[src/rtl/wb_cmd_regfile.sv]
// Wishbone register file that issues byte-level commands to an I2C controller and collects completions.
// Optional macro WB_CMD_REGFILE_BUSY_ERR_EN: a CMDR write while a command is in flight flags ERR/DON and raises irq.
module wb_cmd_regfile #(
    parameter int unsigned ADDR_WIDTH = 2,
    parameter int unsigned DATA_WIDTH = 8
) (
    input  logic                  clk_i,
    input  logic                  rst_i,
    input  logic                  cyc_i,
    input  logic                  stb_i,
    input  logic                  we_i,
    input  logic [ADDR_WIDTH-1:0] adr_i,
    input  logic [DATA_WIDTH-1:0] dat_i,
    output logic [DATA_WIDTH-1:0] dat_o,
    output logic                  ack_o,
    output logic                  irq_o,
    output logic                  cmd_valid_o,
    input  logic                  cmd_ready_i,
    output logic [2:0]            cmd_code_o,
    output logic [7:0]            cmd_data_o,
    input  logic                  done_i,
    input  logic [2:0]            done_status_i,
    input  logic [7:0]            rx_data_i,
    input  logic                  bus_busy_i,
    input  logic                  bus_captured_i,
    input  logic [3:0]            bus_id_i,
    input  logic [7:0]            fsm_state_i
);

    localparam int unsigned REG_W = 8;
    localparam logic [1:0] A_CSR  = 2'd0;
    localparam logic [1:0] A_DPR  = 2'd1;
    localparam logic [1:0] A_CMDR = 2'd2;
    localparam logic [1:0] A_FSMR = 2'd3;

    typedef enum logic [1:0] {ST_IDLE, ST_ISSUE, ST_WAIT_DONE} state_t;

    state_t           state_q, state_d;
    logic             en_q, en_d, ie_q, ie_d;
    logic [REG_W-1:0] tx_q, tx_d, rx_q, rx_d;
    logic [2:0]       cmd_q, cmd_d;
    logic [2:0]       sts_q, sts_d;          // {NAK, AL, ERR}
    logic             don_q, don_d;
    logic             pend_q, pend_d;
    logic             done_evt, busy_evt;

    logic             req_c, addr_ok_c, wr_c, rd_c;
    logic [REG_W-1:0] wdata_c, rdata_c;

    assign req_c     = cyc_i & stb_i & ~ack_o;
    assign addr_ok_c = (adr_i >> 2) == '0;
    assign wr_c      = req_c & we_i & addr_ok_c;
    assign rd_c      = req_c & ~we_i & addr_ok_c;
    assign wdata_c   = dat_i[REG_W-1:0];

    assign cmd_code_o = cmd_q;
    assign cmd_data_o = tx_q;

    // Read mux; out-of-range addresses return zero
    always_comb begin
        rdata_c = '0;
        if (addr_ok_c) begin
            case (adr_i[1:0])
                A_CSR:   rdata_c = {en_q, ie_q, bus_busy_i, bus_captured_i, bus_id_i};
                A_DPR:   rdata_c = rx_q;
                A_CMDR:  rdata_c = {don_q, sts_q, 1'b0, cmd_q};
                A_FSMR:  rdata_c = fsm_state_i;
                default: rdata_c = '0;
            endcase
        end
    end

    // Next-state and register-update logic; later assignments take priority
    always_comb begin
        state_d  = state_q;
        en_d     = en_q;
        ie_d     = ie_q;
        tx_d     = tx_q;
        rx_d     = rx_q;
        cmd_d    = cmd_q;
        sts_d    = sts_q;
        don_d    = don_q;
        pend_d   = pend_q;
        done_evt = 1'b0;
        busy_evt = 1'b0;

        case (state_q)
            ST_IDLE: begin
                if (wr_c && adr_i[1:0] == A_CMDR && en_q) begin
                    state_d = ST_ISSUE;
                    cmd_d   = wdata_c[2:0];
                    don_d   = 1'b0;
                    sts_d   = 3'b000;
                end
            end
            ST_ISSUE: begin
                if (cmd_ready_i) state_d = ST_WAIT_DONE;
            end
            ST_WAIT_DONE: begin
                if (done_i) begin
                    state_d  = ST_IDLE;
                    don_d    = 1'b1;
                    sts_d    = done_status_i;
                    rx_d     = rx_data_i;
                    done_evt = 1'b1;
                end
            end
            default: state_d = ST_IDLE;
        endcase

`ifdef WB_CMD_REGFILE_BUSY_ERR_EN
        if (wr_c && adr_i[1:0] == A_CMDR && en_q && state_q != ST_IDLE) begin
            busy_evt = 1'b1;
            don_d    = 1'b1;
            sts_d[0] = 1'b1;
        end
`endif

        // A completion in the same cycle as a CMDR read keeps the interrupt pending
        if (rd_c && adr_i[1:0] == A_CMDR) pend_d = 1'b0;
        if (done_evt || busy_evt)         pend_d = 1'b1;

        // Transmit byte is frozen while it is being offered to the controller
        if (wr_c && adr_i[1:0] == A_DPR && state_q != ST_ISSUE) tx_d = wdata_c;

        if (wr_c && adr_i[1:0] == A_CSR) begin
            en_d = wdata_c[7];
            ie_d = wdata_c[6];
            if (!wdata_c[7]) begin
                state_d = ST_IDLE;
                pend_d  = 1'b0;
                don_d   = 1'b1;
                sts_d   = 3'b000;
                cmd_d   = 3'b000;
                tx_d    = '0;
                rx_d    = '0;
            end
        end
    end

    always_ff @(posedge clk_i or negedge rst_i) begin
        if (!rst_i) state_q <= ST_IDLE;
        else        state_q <= state_d;
    end

    always_ff @(posedge clk_i or negedge rst_i) begin
        if (!rst_i) begin
            en_q        <= 1'b0;
            ie_q        <= 1'b0;
            tx_q        <= '0;
            rx_q        <= '0;
            cmd_q       <= 3'b000;
            sts_q       <= 3'b000;
            don_q       <= 1'b1;
            pend_q      <= 1'b0;
            ack_o       <= 1'b0;
            dat_o       <= '0;
            irq_o       <= 1'b0;
            cmd_valid_o <= 1'b0;
        end else begin
            en_q        <= en_d;
            ie_q        <= ie_d;
            tx_q        <= tx_d;
            rx_q        <= rx_d;
            cmd_q       <= cmd_d;
            sts_q       <= sts_d;
            don_q       <= don_d;
            pend_q      <= pend_d;
            ack_o       <= req_c;
            dat_o       <= (req_c && !we_i) ? DATA_WIDTH'(rdata_c) : '0;
            irq_o       <= ie_d & pend_d;
            cmd_valid_o <= (state_d == ST_ISSUE);
        end
    end

endmodule

[config.mk]
export PLATFORM = sky130hd
export DESIGN_NAME = wb_cmd_regfile
export DESIGN_NICKNAME = d
export VERILOG_FILES = /design/src/rtl/wb_cmd_regfile.sv
export SDC_FILE = /design/constraint.sdc
export NUM_CORES = 1
export LEC_CHECK = 0
export BUFFER_PORTS_ARGS = -buffer_cell sky130_fd_sc_hd__buf_2
export CAP_MARGIN = 20
export CORE_ASPECT_RATIO = 0.7
export CORE_UTILIZATION = 40
export DETAILED_ROUTE_END_ITERATION = 12
export MAX_ROUTING_LAYER = met4
export PLACE_DENSITY = 0.68
export SETUP_SLACK_MARGIN = 0.4
export SLEW_MARGIN = 10
export SYNTH_ARGS = -nofsm -noshare
export SYNTH_HDL_FRONTEND = slang
export SYNTH_SLANG_ARGS = --single-unit
[constraint.sdc]
create_clock -name clk_i -period 1.97 [get_ports clk_i]
set_input_delay 0.0985 -clock clk_i [delete_from_list [all_inputs] [get_ports clk_i]]
set_output_delay 0.0985 -clock clk_i [all_outputs]
set_load 0.01 [all_outputs]
---- Yosys cells after proc, flatten, opt, wreduce, memory -nomap -nowiden ----
Index checks and enable logic that the tools add are counted.
cells by class
  equal/unequal tests ..................... 7
  multiplexer cells ....................... 36
  bitwise operators ....................... 7
  reductions and logical operators ........ 10
operators by type and width
  cell                  number
  $mux W8               8
  $pmux W8 S4           1
  $mux W3               8
  $mux W1               11
  $mux W2               5
  $logic_and A1 B1 Y1   7
  $eq A2 B1 Y1 const B  3
  $eq A2 B2 Y1 const B  3
  $pmux W2 S3           1
  $pmux W3 S2           1
  $and A1 B1 Y1         5
  $logic_not A2 Y1      2
  $ne A2 B1 Y1 const B  1
  $not A1 Y1            2
  $pmux W1 S2           1
  $logic_not A1 Y1      1
storage, ports and cells
  register bits after elaboration ......... 39
  output and inout port bits .............. 22
  logic and storage cells ................. 73

---- Depth between registers and ports, before layout ----
  depth after elaboration ................. 10
  gate-level depth with buffers ........... 6
  mapped depth without buffers ............ 3

---- Worst setup path before layout ----
OpenSTA, ideal clock, no wires.
  path type ............................... register to register
  from .................................... register ack_o
  to ...................................... register tx_q[4], in the netlist cmd_data_o[4]
  library setup time ...................... 0.127 ns
  data arrival time ....................... 1.216 ns
  path slack .............................. 0.627 ns
  cell stages (with the launch flop) ...... 5
  path buffers ............................ 1
  clock period less this slack ............ 1.343 ns
  cell sequence ........................... dfrtp_1 -> nand4b_4 -> clkbuf_1 -> o31ai_1 -> a21oi_1
on the way
  word-level cells in the longest chain between the ends .. 8
  elaborated cells between the ends (all ways) .. 9
ends and longest elaborated chain
  item                              RTL line  text
  start, declared                   15        output logic ack_o,
  start signal, assigned            169       ack_o <= req_c;
  $not A1 Y1 *                      50        assign req_c = cyc_i & stb_i & ~ack_o;
  $and A1 B1 Y1 *                   50
  $and A1 B1 Y1 *                   52        assign wr_c = req_c & we_i & addr_ok_c;
  $logic_and A1 B1 Y1 (2 in a row)  124       if (wr_c && adr_i[1:0] == A_DPR && state_q != ST_ISSUE) tx_d = wdata_c;
  $mux W8                           124
  $mux W8                           129       if (!wdata_c[7]) begin
  $mux W8 *                         126       if (wr_c && adr_i[1:0] == A_CSR) begin
  net tx_d[4]                       40        logic [REG_W-1:0] tx_q, tx_d, rx_q, rx_d;
  end signal, assigned              163       tx_q <= tx_d;
  end, declared                     40
Mark *: on every way through the listed nets, which the timed path passes. The rest lies on a longest branch.
A chain may end at the register's enable or synchronous reset.

---- Worst setup path after layout ----
  from .................................... register ack_o
  to ...................................... register sts_q[2]
on the way
  word-level cells in the longest chain between the ends .. 9
  elaborated cells between the ends (all ways) .. 10
ends and longest elaborated chain
  item                              RTL line  text
  $not A1 Y1 *                      50
  $and A1 B1 Y1 *                   50
  $and A1 B1 Y1 *                   52
  $logic_and A1 B1 Y1 (2 in a row)  89        if (wr_c && adr_i[1:0] == A_CMDR && en_q) begin
  $mux W3                           89
  $pmux W3 S2                       87        case (state_q)
  $mux W3                           129
  $mux W3 *                         126
  net sts_d[2]                      42        logic [2:0] sts_q, sts_d;
  end signal, assigned              166       sts_q <= sts_d;
  end, declared                     42
Marked as above.

==> metrics.md <==
| Metric | Value |
|---|---|
| Setup Crit Path Kind | flip-flop to flip-flop |
| Max cap viols | 0 |
| Total setup buffers inserted after CTS | 0 |
| Startpoint types | flip-flop |
| Sequential power share | 0.521 |
| TritonCTS clock tree | done |
| Most common cell after layout, fill and taps aside | buf_2 |
| Tightest Hold Check Type | primary input to flip-flop |
| Internal power | 1.34 mW |
| WP data required | 2.13 ns |
| Unrepaired setup endpoints after global routing | true |
| Comb pwr share | 0.192 |
| Vias in the first global route | 1510 |
| Avg Vias per Cell | 5.38 |
| Global placer's final weighted congestion | 0.723 |
| Fin nets | 274 |
| DRC | 6 |
| Root Buffer | clkbuf_8 |
| Die W | 84.8 µm |
| DRT iter0 DRCs | 94 |
| ANT nets after route | 0 |
| GRT Total Usage | 0.195 |
| Max-slew violations | 0 |
| Die height | 60.0 µm |
| Worst slack, placed | 0.435 ns |
| Ant diodes | 0 |
| Total gr overflow | 0 |
| Via Count | 1549 |
| CTS H-tree depth | 2 |
| Worst slew margin | 0.424 |
| Max Freq | 678 MHz |
| Failing checks | DRC |
| Die ar. | 5090 µm² |
| Seq/Total Area, Yosys | 0.508 |
| Avg Cell Area, Syn | 11.1 µm² |
| CP cell instances | nand4b_4 > nor2_8 > o22ai_1 |
| Final setup viols | 0 |
| Ports | 64 |
| First-pass GRT wire length | 7.22 mm |
| Mapped Nets | 215 |
| Largest net degree at the start of global routing | 40 |
| Layout Area Growth over Synthesis | 21.4% |
| Crit path largest cell delay | 0.41 ns |
| WL/cell | 15.3 µm |
| Crit-path slowest cell | dfrtp_1 |
| Final min period | 1.47 ns |
| YS warnings | 0 |
| Clk_skew | 0.00788 ns |
| Clock buffer count from CTS | 5 |
| Clock latency on the worst-skew pair | 0.29 ns |
| Area of the mapped netlist | 1920 µm² |
| CP endpoint kind | flip-flop |
| Starting Density | 0.429 |
| Share of layout cells above drive strength 1 | 0.378 |
| Clock buffer depth | 2 |
| Yosys reg bits | 39 |
| Final worst-path setup slack | 0.495 ns |
| Yosys cell types | 35 |
| Setup TNS | 0 ns |
| Worst EP arrival | 1.64 ns |
| Slew @ Worst Pin | 0.863 ns |
| # rows | 20 |
| Buffers on Ports | 63 |
| Fin crit share | 0.749 |
| Outcome | finished with violations |
| Pwr dens | 802 nW/µm² |
| Drt first pass iters | 9 |
| Dpl hpwl | 3.19 mm |
| Number of cells produced by synthesis | 173 |
| Core ar. | 4480 µm² |
| VDD IR max | 0.278 mV |
| Worst-path maximum fanout | 22 |
| Most frequent cells in the layout | buf_2 (63), dfrtp_1 (38), nand2_1 (22) |
| Switching portion of total power | 0.283 |
| Pwr Total | 1.87 mW |
| Initial antenna violation count | 0 |
| Clock share of power | 0.287 |
| WL final | 4.40 mm |
| Final hold vios | 0 |
| Clock sink count | 39 |
| Switching pwr | 0.529 mW |
| Worst-path clk slew | 0.08 ns |
| Leak pwr | 1.14 nW |
[flip-flops by register name (all words and copies together) (netlist names)]
register,flops
dat_o,8
sts_q,3
state_q,2
ack_o,1
don_q,1
irq_o,1
cmd_valid_o,1
cmd_code_o,3
ie_q,1
rx_q,8
en_q,1
cmd_data_o,8
pend_q,1
[layer usage]
layer	share of wire	global-route usage
met1	0.51	0.283
met2	0.43	0.285
met3	0.061	0.0442
met4	0.0030	0.0363
met5	0	-
[timing repair]
action | CTS | global route
gates resized for setup | 0 | 2
endpoints found under the hold margin | 38 | 0
hold buffers | 1 | 0
setup endpoints to repair | 0 | 1
[worst max-delay path, delay by kind of cell (launching register included)]
kind               cells  cell delay, ns
AOI/OAI and AO/OA      1            0.16
DFF                    1            0.41
and+or+nand+nor        2            0.78
[synth_stat cells, drive strengths merged]
library cell | number | area share
a2111oi | 1 | 0.0046
a21oi | 19 | 0.049
a22oi | 2 | 0.0078
a31oi | 1 | 0.0033
and3b | 1 | 0.0046
and4 | 1 | 0.0046
and4b | 1 | 0.0052
buf | 9 | 0.041
clkbuf | 6 | 0.012
dfrtp | 38 | 0.49
dfstp | 1 | 0.014
inv | 2 | 0.0039
mux2 | 2 | 0.012
mux2i | 3 | 0.016
mux4 | 7 | 0.082
nand2 | 22 | 0.043
nand2b | 4 | 0.013
nand3 | 1 | 0.0026
nand3b | 1 | 0.0039
nand4 | 9 | 0.029
nand4b | 1 | 0.012
nand4bb | 1 | 0.0059
nor2 | 8 | 0.024
nor2b | 10 | 0.033
nor3b | 1 | 0.0039
o211ai | 3 | 0.012
o21ai | 5 | 0.013
o22ai | 4 | 0.016
o31ai | 8 | 0.031
or3 | 1 | 0.0033
[per-stage QoR]
stage / cells / cell area [µm²] / hold slack [ns] / util
2_1_floorplan: 173 / 1920 / -0.197 / -
3_3_place_gp: 279 / 2230 / 0.255 / 0.497
3_5_place_dp: 279 / 2230 / 0.257 / 0.497
4_1_cts: 288 / 2330 / 0.0310 / 0.519
5_1_grt: 288 / 2330 / 0.0392 / 0.521
6_report: 288 / 2330 / 0.0366 / 0.521
[final timing paths]
path | start | end | slack, ns | cells past startpoint
max | ack_o | sts_q[2] | 0.50 | 3
min | rx_data_i[5] | rx_q[5] | 0.04 | 3
max reg2reg | ack_o | sts_q[2] | 0.50 | 3
min reg2reg | ack_o | ack_o | 0.49 | 1
max in group asynchronous | rst_i | dat_o[7] | 0.97 | 2
min in group asynchronous | rst_i | dat_o[1] | 0.45 | 2
[kinds of logic (layout without fill, tap and decap cells)]
logic type,count (synthesis),after routing,share of synthesized area
compound gates,43,43,0.137
buf+inv,17,77,0.0566
simple gates,62,62,0.188
mux,12,12,0.109
flops,39,39,0.508
[final cells by class]
type,count,area [µm²]
Timing Repair Buffer,67,348
Fill cell,426,2150
Inverter,2,7.51
Multi-Input combinational cell,117,842
Clock inverter,3,20.0
Sequential cell,39,977
Tap cell,55,68.8
Clock buffer,5,68.8
[power groups by stage]
stage	Sequential (mW)	Clock (mW)	Combinational, mW
3_3_place_gp	0.989	0	0.352
5_1_grt	0.989	0.582	0.401
6_report	0.975	0.537	0.359
2_1_floorplan	0.997	0	0.198
4_1_cts	0.975	0.552	0.362
3_5_place_dp	0.990	0	0.360
Power figures use the tool's default switching activity.
